$ cat config.mk
export PLATFORM = sky130hd
export DESIGN_NAME = mux_scan_sampler_flat
export DESIGN_NICKNAME = d
export VERILOG_FILES = /design/src/rtl/mux_scan_sampler_if.sv /design/src/rtl/mux_scan_sampler.sv /design/src/flat_wrapper.sv
export SDC_FILE = /design/constraint.sdc
export NUM_CORES = 1
export LEC_CHECK = 0
export ABC_CLOCK_PERIOD_IN_PS = 1500
export CAP_MARGIN = 40
export CORE_MARGIN = 5
export CORE_UTILIZATION = 49
export CTS_CLUSTER_DIAMETER = 100
export DETAILED_ROUTE_END_ITERATION = 16
export GPL_ROUTABILITY_DRIVEN = 0
export PLACE_DENSITY = 0.72
export SLEW_MARGIN = 20
export SYNTH_ARGS = -nofsm -noshare
export SYNTH_HDL_FRONTEND = slang
export SYNTH_SLANG_ARGS = --single-unit
$ cat constraint.sdc
create_clock -name clk -period 1.5 [get_ports clk]
set_input_delay 0.3 -clock clk [delete_from_list [all_inputs] [get_ports clk]]
set_output_delay 0.3 -clock clk [all_outputs]
set_load 0.005 [all_outputs]
$ cat src/rtl/mux_scan_sampler_if.sv
// Scan-sampler bus: start/continuous control, mux select/return path,
// and the valid/ready word output with status flags.
interface mux_scan_sampler_if;
  logic       start;
  logic       continuous;
  logic [1:0] sel;
  logic       mux_in;
  logic [3:0] word;
  logic       word_valid;
  logic       word_ready;
  logic       busy;
  logic       overrun;

  // Driver of control, mux return and the downstream ready.
  modport master (
    output start, continuous, mux_in, word_ready,
    input  sel, word, word_valid, busy, overrun
  );

  // The sampler itself.
  modport slave (
    input  start, continuous, mux_in, word_ready,
    output sel, word, word_valid, busy, overrun
  );
endinterface

$ cat src/rtl/mux_scan_sampler.sv
// Round-robin 4:1 mux scanner: steps sel, waits SETTLE_CYCLES, samples
// mux_in, and emits the 4-bit scan word over a valid/ready handshake.
module mux_scan_sampler #(
  parameter int unsigned SETTLE_CYCLES = 2
) (
  input logic               clk,
  input logic               rst_n,
  mux_scan_sampler_if.slave bus
);

  typedef enum logic [1:0] {
    IDLE   = 2'd0,
    SETTLE = 2'd1,
    SAMPLE = 2'd2
  } state_e;

  localparam logic [3:0] CNT_LAST = 4'(SETTLE_CYCLES - 1);

  state_e     state_q, state_d;
  logic [3:0] cnt_q, cnt_d;
  logic [1:0] sel_q, sel_d;
  logic [2:0] shadow_q, shadow_d;
  logic [3:0] word_q, word_d;
  logic       valid_q, valid_d;
  logic       overrun_q, overrun_d;
  logic       busy_q, busy_d;

  logic complete;
  logic xfer;

  assign complete = (state_q == SAMPLE) && (sel_q == 2'd3);
  assign xfer     = valid_q && bus.word_ready;

  always_comb begin
    state_d   = state_q;
    cnt_d     = cnt_q;
    sel_d     = sel_q;
    shadow_d  = shadow_q;
    word_d    = word_q;
    valid_d   = valid_q;
    overrun_d = overrun_q;

    unique case (state_q)
      IDLE: begin
        sel_d = 2'd0;
        if (bus.start) begin
          state_d = SETTLE;
          cnt_d   = 4'd0;
        end
      end
      SETTLE: begin
        cnt_d = cnt_q + 4'd1;
        if (cnt_q == CNT_LAST) state_d = SAMPLE;
      end
      SAMPLE: begin
        cnt_d = 4'd0;
        if (sel_q == 2'd3) begin
          // Wrap back to channel 0; continuous chains scans with no gap.
          sel_d   = 2'd0;
          state_d = bus.continuous ? SETTLE : IDLE;
        end else begin
          for (int i = 0; i < 3; i++)
            if (sel_q == 2'(i)) shadow_d[i] = bus.mux_in;
          sel_d   = sel_q + 2'd1;
          state_d = SETTLE;
        end
      end
      default: begin
        state_d = IDLE;
        sel_d   = 2'd0;
        cnt_d   = 4'd0;
      end
    endcase

    // A finished scan may replace the held word only if it is free or
    // being taken at this same edge; otherwise the new scan is lost.
    if (complete) begin
      if (!valid_q || bus.word_ready) begin
        word_d  = {bus.mux_in, shadow_q};
        valid_d = 1'b1;
      end else begin
        overrun_d = 1'b1;
      end
    end else if (xfer) begin
      valid_d = 1'b0;
    end
  end

  assign busy_d = (state_d != IDLE);

  always_ff @(posedge clk) begin
    if (!rst_n) begin
      state_q   <= IDLE;
      cnt_q     <= 4'd0;
      sel_q     <= 2'd0;
      shadow_q  <= 3'd0;
      word_q    <= 4'd0;
      valid_q   <= 1'b0;
      overrun_q <= 1'b0;
      busy_q    <= 1'b0;
    end else begin
      state_q   <= state_d;
      cnt_q     <= cnt_d;
      sel_q     <= sel_d;
      shadow_q  <= shadow_d;
      word_q    <= word_d;
      valid_q   <= valid_d;
      overrun_q <= overrun_d;
      busy_q    <= busy_d;
    end
  end

  assign bus.sel        = sel_q;
  assign bus.word       = word_q;
  assign bus.word_valid = valid_q;
  assign bus.busy       = busy_q;
  assign bus.overrun    = overrun_q;

endmodule
$ cat src/flat_wrapper.sv
// flat-port wrapper written by rule: the top's interface ports become plain ports
module mux_scan_sampler_flat 
#(
  parameter int unsigned SETTLE_CYCLES = 2
)
  (clk, rst_n, bus_start, bus_continuous, bus_mux_in, bus_word_ready, bus_sel, bus_word, bus_word_valid, bus_busy, bus_overrun);
  mux_scan_sampler_if bus_i ();
  input logic clk;
  input logic rst_n;
  input wire logic [$bits(bus_i.start)-1:0] bus_start;
  input wire logic [$bits(bus_i.continuous)-1:0] bus_continuous;
  input wire logic [$bits(bus_i.mux_in)-1:0] bus_mux_in;
  input wire logic [$bits(bus_i.word_ready)-1:0] bus_word_ready;
  output wire logic [$bits(bus_i.sel)-1:0] bus_sel;
  output wire logic [$bits(bus_i.word)-1:0] bus_word;
  output wire logic [$bits(bus_i.word_valid)-1:0] bus_word_valid;
  output wire logic [$bits(bus_i.busy)-1:0] bus_busy;
  output wire logic [$bits(bus_i.overrun)-1:0] bus_overrun;
  assign bus_i.start = bus_start;
  assign bus_i.continuous = bus_continuous;
  assign bus_i.mux_in = bus_mux_in;
  assign bus_i.word_ready = bus_word_ready;
  assign bus_sel = bus_i.sel;
  assign bus_word = bus_i.word;
  assign bus_word_valid = bus_i.word_valid;
  assign bus_busy = bus_i.busy;
  assign bus_overrun = bus_i.overrun;
  mux_scan_sampler #(.SETTLE_CYCLES(SETTLE_CYCLES)) u_core (.clk(clk), .rst_n(rst_n), .bus(bus_i));
endmodule
==> results.rst <==
.. list-table::
   :header-rows: 1

   * - Metric
     - Value
   * - Status
     - complete, no violations
   * - Overflow left after global routing
     - 0
   * - Count of different cell masters after synthesis
     - 26
   * - Number of nets in the synthesized netlist
     - 101
   * - Setup TNS Final
     - 0 ns
   * - Top FF cell, synth
     - sky130_fd_sc_hd__dfxtp_1
   * - Fin. max-slew vios
     - 0
   * - Final setup violation count
     - 0
   * - Fin crit share
     - 95.8%
   * - Fraction of registers with async set or reset after synthesis
     - 0%
   * - Number of buffers inserted during clock tree synthesis
     - 3
   * - Final min period
     - about 1.4 ns
   * - Top Family by Delay on Critical Path
     - buffers and inverters
   * - Post-synthesis cell type with the largest combined area
     - sky130_fd_sc_hd__dfxtp_1
   * - Pwr dens
     - between 800 and 900 nW/µm²
   * - Drt first pass iters
     - 4
   * - Number of warnings printed during yosys synthesis
     - 0
   * - Worst path arrival time
     - between 1 and 1.5 ns
   * - Die boundary width
     - ~51 µm
   * - Number of synthesized register bits
     - 18
   * - CTS HTree Levels
     - 1
   * - CP peak stage delay
     - 0.50 ns
   * - Post-synthesis sequential area ratio
     - ~43%
   * - Count of vias placed by the detailed router
     - 677
   * - Critical path start-end classification
     - reg2out
   * - Combined area of the multi-input logic cells
     - ~440 µm²
   * - Req. time, crit path
     - 1.20 ns
   * - Clk sinks
     - 18
   * - Std cell rows
     - 15
   * - RSZ-0062 raised after global routing
     - no
   * - Floorplan core area
     - about 1700 µm²
   * - Least-Margin Pin Slew
     - between 0.3 and 0.4 ns
   * - Avg Inst Size Synth
     - approximately 9.4 µm²
   * - Critical path endpoint category
     - output pin
   * - WL/cell
     - 12.4 µm
   * - Maximum capacitance violations
     - 0
   * - Area share of the largest cell type after synthesis
     - between 40% and 50%
   * - Remaining routing DRC violations
     - 0
   * - Area used by sequential logic in the layout
     - roughly 370 µm²
   * - Library cell used as clock root buffer
     - sky130_fd_sc_hd__clkbuf_4
   * - Number of routed nets with antenna violations
     - 0
   * - Height of the chip
     - 51.3 µm
   * - Class of the worst hold path
     - reg2reg
   * - Number of enable flip-flop cells after synthesis
     - 0
   * - Number of antenna cells inserted
     - 0
   * - Ordered list of cells on the worst path
     - clkdlybuf4s50_1
   * - Sum of internal, switching and leakage power
     - between 0.8 and 0.9 mW
   * - Initial core utilization
     - between 50% and 60%
   * - Area growth from synthesis to layout
     - 27.4%
   * - Worst path buffer plus inverter count
     - 1
   * - Vias in the first global route
     - 635
   * - Clock tree from TritonCTS
     - built
   * - DRC marker count from the first detailed-route iteration
     - 11
   * - VDD IR-drop max
     - ~0.0005 V
   * - Avg Vias per Cell
     - between 5 and 6
   * - Die outline area
     - 2630 µm²
   * - Maximum number of pins on one net before global-route repair
     - 13
   * - Max Fanout on Critical Path
     - 2
   * - Share of post-route cells with drive strength above 1
     - roughly an eighth
   * - Worst-case clock buffer depth
     - 2
   * - Insertion delay to the later sink of the worst-skew pair
     - slightly below 0.3 ns
   * - Worst Hold Slack
     - about 0.46 ns
   * - Standard cell with the maximum stage delay on the critical path
     - sky130_fd_sc_hd__clkdlybuf4s50_1
   * - Final layout net count
     - approximately 120
   * - FMAX
     - a little under 0.7 GHz
   * - Antenna violations before repair
     - 0
   * - First-pass GRT wire length
     - ~2700 µm
   * - HPWL Detailed
     - about 1200 µm
   * - Nature of the critical path startpoint
     - register
   * - Cell area after synthesis
     - around 840 µm²
   * - Top area cells in the synthesized netlist
     - sky130_fd_sc_hd__dfxtp_1 (43%), sky130_fd_sc_hd__ha_1 (9.0%), sky130_fd_sc_hd__mux2i_1 (6.0%)
   * - Total track usage
     - 13.9%
   * - Clock transition at the registers of the reported paths
     - roughly 0.1 ns
   * - Total detailed-routing wirelength
     - 1560 µm
   * - Number of hold-slack violations in the final timing report
     - 0
   * - Number of fill cells
     - ~150
   * - Quantity of I/O buffers inserted on ports
     - 14
   * - Post-Route Skew
     - between 0.004 and 0.005 ns
   * - I/O Pins
     - 15
   * - Static leakage
     - between 0.4 and 0.5 nW
   * - Max transition margin
     - 76.6%
   * - Synth Instances
     - between 80 and 90
-- cells in the mapped netlist (2+ instances only) --
master and count:
sky130_fd_sc_hd__nand3b_1 2, sky130_fd_sc_hd__nand2b_1 3, sky130_fd_sc_hd__nand2_1 9, sky130_fd_sc_hd__inv_1 4
sky130_fd_sc_hd__nor2b_1 5, sky130_fd_sc_hd__and3_1 3, sky130_fd_sc_hd__dfxtp_1 18, sky130_fd_sc_hd__buf_2 2
sky130_fd_sc_hd__nor2_1 7, sky130_fd_sc_hd__a22oi_1 2, sky130_fd_sc_hd__a21boi_0 4, sky130_fd_sc_hd__ha_1 6
sky130_fd_sc_hd__nand3_1 2, sky130_fd_sc_hd__o21a_1 6, sky130_fd_sc_hd__mux2i_1 5
-- logic make-up after synthesis --
kind of cell	after synthesis	share of synthesized area, %
buffers and inverters	8	4.49
adders and majority gates	6	8.98
AOI/OAI and AO/OA	18	15.7
DFF	18	43.1
and+or+nand+nor	34	21.7
muxes	5	5.99
-- cell usage in the layout (no fill, tap or decap), drive strengths merged --
cell type / count
a21boi: 5
a21oi: 1
a22oi: 2
a311oi: 1
a31oi: 1
and2b: 1
and3: 3
and4: 1
buf: 6
clkbuf: 4
clkdlybuf4s50: 13
dfxtp: 18
dlymetal6s2s: 1
ha: 6
inv: 4
mux2i: 5
nand2: 9
nand2b: 3
nand3: 2
nand3b: 2
nor2: 7
nor2b: 5
o21a: 6
o21ai: 1
o31a: 1
or3b: 1
-- report_power, final --
group | total (mW) | internal (mW) | leakage [nW] | switching [mW]
Clock | 0.293 | 0.148 | 0.0210 | 0.145
Combinational | 0.0699 | 0.0401 | 0.259 | 0.0298
Sequential | 0.497 | 0.485 | 0.148 | 0.0123
-- final timing paths --
check                startpoint                 end  slack, ns  depth (start not counted)
max          u_core.bus.word[0]         bus_word[0]       0.06                          1
min          u_core.bus.word[1]  u_core.bus.word[1]       0.46                          2
max reg2reg   u_core.bus.sel[0]  u_core.bus.word[0]       0.16                          6
min reg2reg  u_core.bus.word[1]  u_core.bus.word[1]       0.46                          2
-- registers in the layout, summed over array words and instances, names as in the netlist --
| signal | count |
|---|---|
| u_core.bus.busy | 1 |
| u_core.bus.overrun | 1 |
| u_core.bus.sel | 2 |
| u_core.bus.word | 4 |
| u_core.bus.word_valid | 1 |
| u_core.cnt_q | 4 |
| u_core.shadow_q | 3 |
| u_core.state_q | 2 |
-- metal layers --
| layer | up-vias | global-route usage [%] | routed length, µm |
|---|---|---|---|
| li1 | 343 | - | - |
| met1 | 315 | 16.0 | 713 |
| met2 | 14 | 21.7 | 711 |
| met3 | 5 | 4.08 | 83 |
| met4 | 0 | 10.5 | 49 |
| met5 | - | 0 | 0 |
-- through the flow --
stage | setup slack (ns) | utilization (%) | std cells | area (µm²)
final | 0.0635 | 63.7 | 126 | 1060
after global routing | 0.000277 | 63.7 | 126 | 1060
after CTS | 0.00123 | 62.6 | 124 | 1050
after detailed placement | 0.0743 | 59.7 | 119 | 997
after global placement | 0.117 | 59.7 | 119 | 997
after floorplan | 0.288 | - | 89 | 836
-- repair_timing --
item	4_1_cts	5_1_grt
setup endpoints to repair	2	2
hold buffers	0	0
buffers inserted	1	2
resized for setup	3	2
-- final cells by class --
cell class / count / share of cell area, %
Sequential cell: 18 / 34.4
Multi-Input combinational cell: 63 / 41.1
Tap cell: 17 / 2.00
Inverter: 4 / 1.41
Clock buffer: 4 / 3.41
Timing Repair Buffer: 20 / 17.6
No activity file was read; power rests on OpenSTA's default activity.
==> patch (same flow settings) <==
Reset style: asynchronous (`rst_n`), changed in one clocked block.
--- a/src/rtl/mux_scan_sampler.sv
+++ b/src/rtl/mux_scan_sampler.sv
@@ -89,5 +89,5 @@
   assign busy_d = (state_d != IDLE);
 
-  always_ff @(posedge clk) begin
+  always_ff @(posedge clk or negedge rst_n) begin
     if (!rst_n) begin
       state_q   <= IDLE;
Function: differs if rst_n is asserted again (counterexample within 4 cycles, from zero or initial values and one cycle with rst_n low); with rst_n held inactive, the same outputs for 10 cycles.
==> patch against the unedited design <==
  * Wire length is 5.6% lower
  * Setup slack got worse by 0.024 ns
  * Count of clock-buffer cells in the layout stayed put
  * Non-clock buffer count is 3 higher
  * Synthesized area is 2.2% higher
  * Synthesized cell count shrank 15%
  * Final area up 5.3%
  * Core utilization is 2.6 points higher
  * Sequential cell count is the same
Power is not compared: it rests on default switching activity, and its combinational part moved more than twofold at a synthesized area within 25%.
==> patch: results (changes against the unedited design) <==
GRT
  – Number of global-route vias before repair: 533 (-16%)
  – Largest net degree at the start of global routing: 19 (+6)
  – Grt met3 use: 0.0516 (+0.0108)
  – Tot GR Track Use: 0.126 (-0.0139)
  – First-pass GRT wire length: 2.42 mm (-9.1%)
  – Met2 Track Usage GR: 0.191 (-0.0261)
  – Grt met1 use: 0.163 (+0.00230)
  – Initial antenna violation count: 0 (unchanged)

CTS
  – CTS Buf Count: 3 (unchanged)
  – CTS resizes: 0 (-3)
  – Root buf cell: clkbuf_4
  – H-tree depth: 1 (unchanged)
  – Clock latency on the worst-skew pair: about 0.28 ns
  – Total setup buffers inserted after CTS: 4 (+3)
  – Worst-path clk slew: 0.10 ns (about the same)
  – Max Buffers Root-to-Sink: 2 (unchanged)

Routing
  – Vias per cell: 5.25 (-2.2%)
  – Total Wirelength: 1.47 mm (-5.6%)
  – Wire length per cell: 12.5 um (+0.82%)
  – DRT iter0 DRCs: 10 (-1)
  – Pre-Repair DR Iteration Count: 4 (unchanged)

Critical path
  – Crit path max fanout: 2 (unchanged)
  – Top delay family on crit path: buffers and inverters
  – Slowest stage delay, CP: 0.50 ns (about the same)
  – CP arrival: 1.16 ns (+0.02 ns)
  – R2r setup slk: 0.07 ns (-0.09 ns)

Synthesis
  – Mux contribution to synthesized area: 0.0922 (+0.0324)
  – Top post-synthesis cells by area: dfrtp_1 53%, mux2_1 9.2%, ha_1 8.8%, inv_1 2.6%, nor3b_1 2.6%
  – Unique masters post-synth: 24 (-7.7%)
  – Compound-Gate Fraction of Synth Area: 0.0937 (-0.0635)
  – Post-synthesis net count: 88 (-13%)
  – Post-synth ARST share: 1.00 (+1.00)
  – Seq/Total Area, Yosys: 0.527 (+0.0959)
  – Post-synth top cells: 18 x dfrtp_1, 7 x mux2_1, 6 x ha_1, 6 x inv_1, 5 x nand2_1
  – Ys Warns: 0 (unchanged)
  – Mean Syn Cell Area: 11.2 um^2 (+20%)
  – Post-Synth Adder-Cell Area: 0.0878 (-0.00197)
  – Post-synthesis xor/xnor area fraction: 0.0102 (+0.0102)

Placed design
  – Inst Count DP: 109 (-8.4%)
  – PortBufs: 14 (unchanged)
  – Final HPWL DP: 1.09 mm (-6.4%)
  – Dpl ws: -0.0159 ns (-0.0902 ns)
  – Cell Area, Placed: 1040 um^2 (+4.0%)

STA
  – Min Tclk post-route: 1.46 ns (+0.0242 ns)
  – Relative slew slack: 0.815 (+0.0485)
  – Hold slack: 0.335 ns (-0.130 ns)
  – Final worst clock skew: 0.000736 ns (-0.00421 ns)

Status
  – Outcome: finished clean

Power
  – Leakage power: 0.578 nW
  – Peak VDD IR: between 0.001 and 0.0015 V

Worst hold path
  – Hold crit path type: in2async

Finish
  – Share of cells above drive strength 1: 0.158 (+0.0300)
  – # diodes: 0 (unchanged)
==> patch: cell count changes in the layout (fill, tap and decap cells not counted), sizes merged, moves of 4 or more <==
cell    change
nor2b       -4
a21boi      -5
mux2        +7
nand2       -4
dfxtp      -18
o21a        -5
dfrtp      +18
mux2i       -5
==> patch: worst paths after layout <==
path                            cells after the start          startpoint                 end
worst min register to register                      1  u_core.bus.word[3]  u_core.bus.word[3]
worst min-delay path                                2               rst_n  u_core.bus.word[0]
worst max register to register                      5   u_core.bus.sel[0]  u_core.bus.word[1]
worst max-delay path                                1   u_core.bus.sel[1]          bus_sel[1]
min in group clk                                    1  u_core.bus.word[3]  u_core.bus.word[3]
max in group asynchronous                           2               rst_n   u_core.state_q[1]
==> patch: final cells by class <==
class	count	area [um^2]
multi-input combinational	50	373
sequential	18	450
fill	138	568
inverter	6	22.5
clock buffer	4	36.3
tap	17	21.3
timing repair buffer	23	218
==> patch: per-stage QoR <==
stage / util / total power (W) / TNS [ns]
after floorplan: - / 0.00106 / 0
after global placement: 0.614 / 0.00124 / 0
after detailed placement: 0.614 / 0.00125 / -0.0303
after CTS: 0.653 / 0.00158 / 0
after global routing: 0.664 / 0.00170 / 0
final: 0.664 / 0.00156 / 0
==> patch: metal layers <==
metal	routed length (um)	vias up
li1	-	309
met1	665	292
met2	686	17
met3	100	2
met4	19	0
met5	0	-
==> patch: cell families (layout without fill, tap and decap cells) <==
logic type               after synthesis  after routing
AND/OR/NAND/NOR                       23             23
adder cells (fa/ha/maj)                6              6
XOR/XNOR                               1              1
multiplexers                           7              7
AO/OA/AOI/OAI                         13             13
buffers and inverters                  8             33
flip-flops                            18             18
==> patch: where the power goes <==
group,switching [W],internal (W)
registers,0.0000927,0.000615
logic,0.000261,0.000306
clock network,0.000142,0.000148
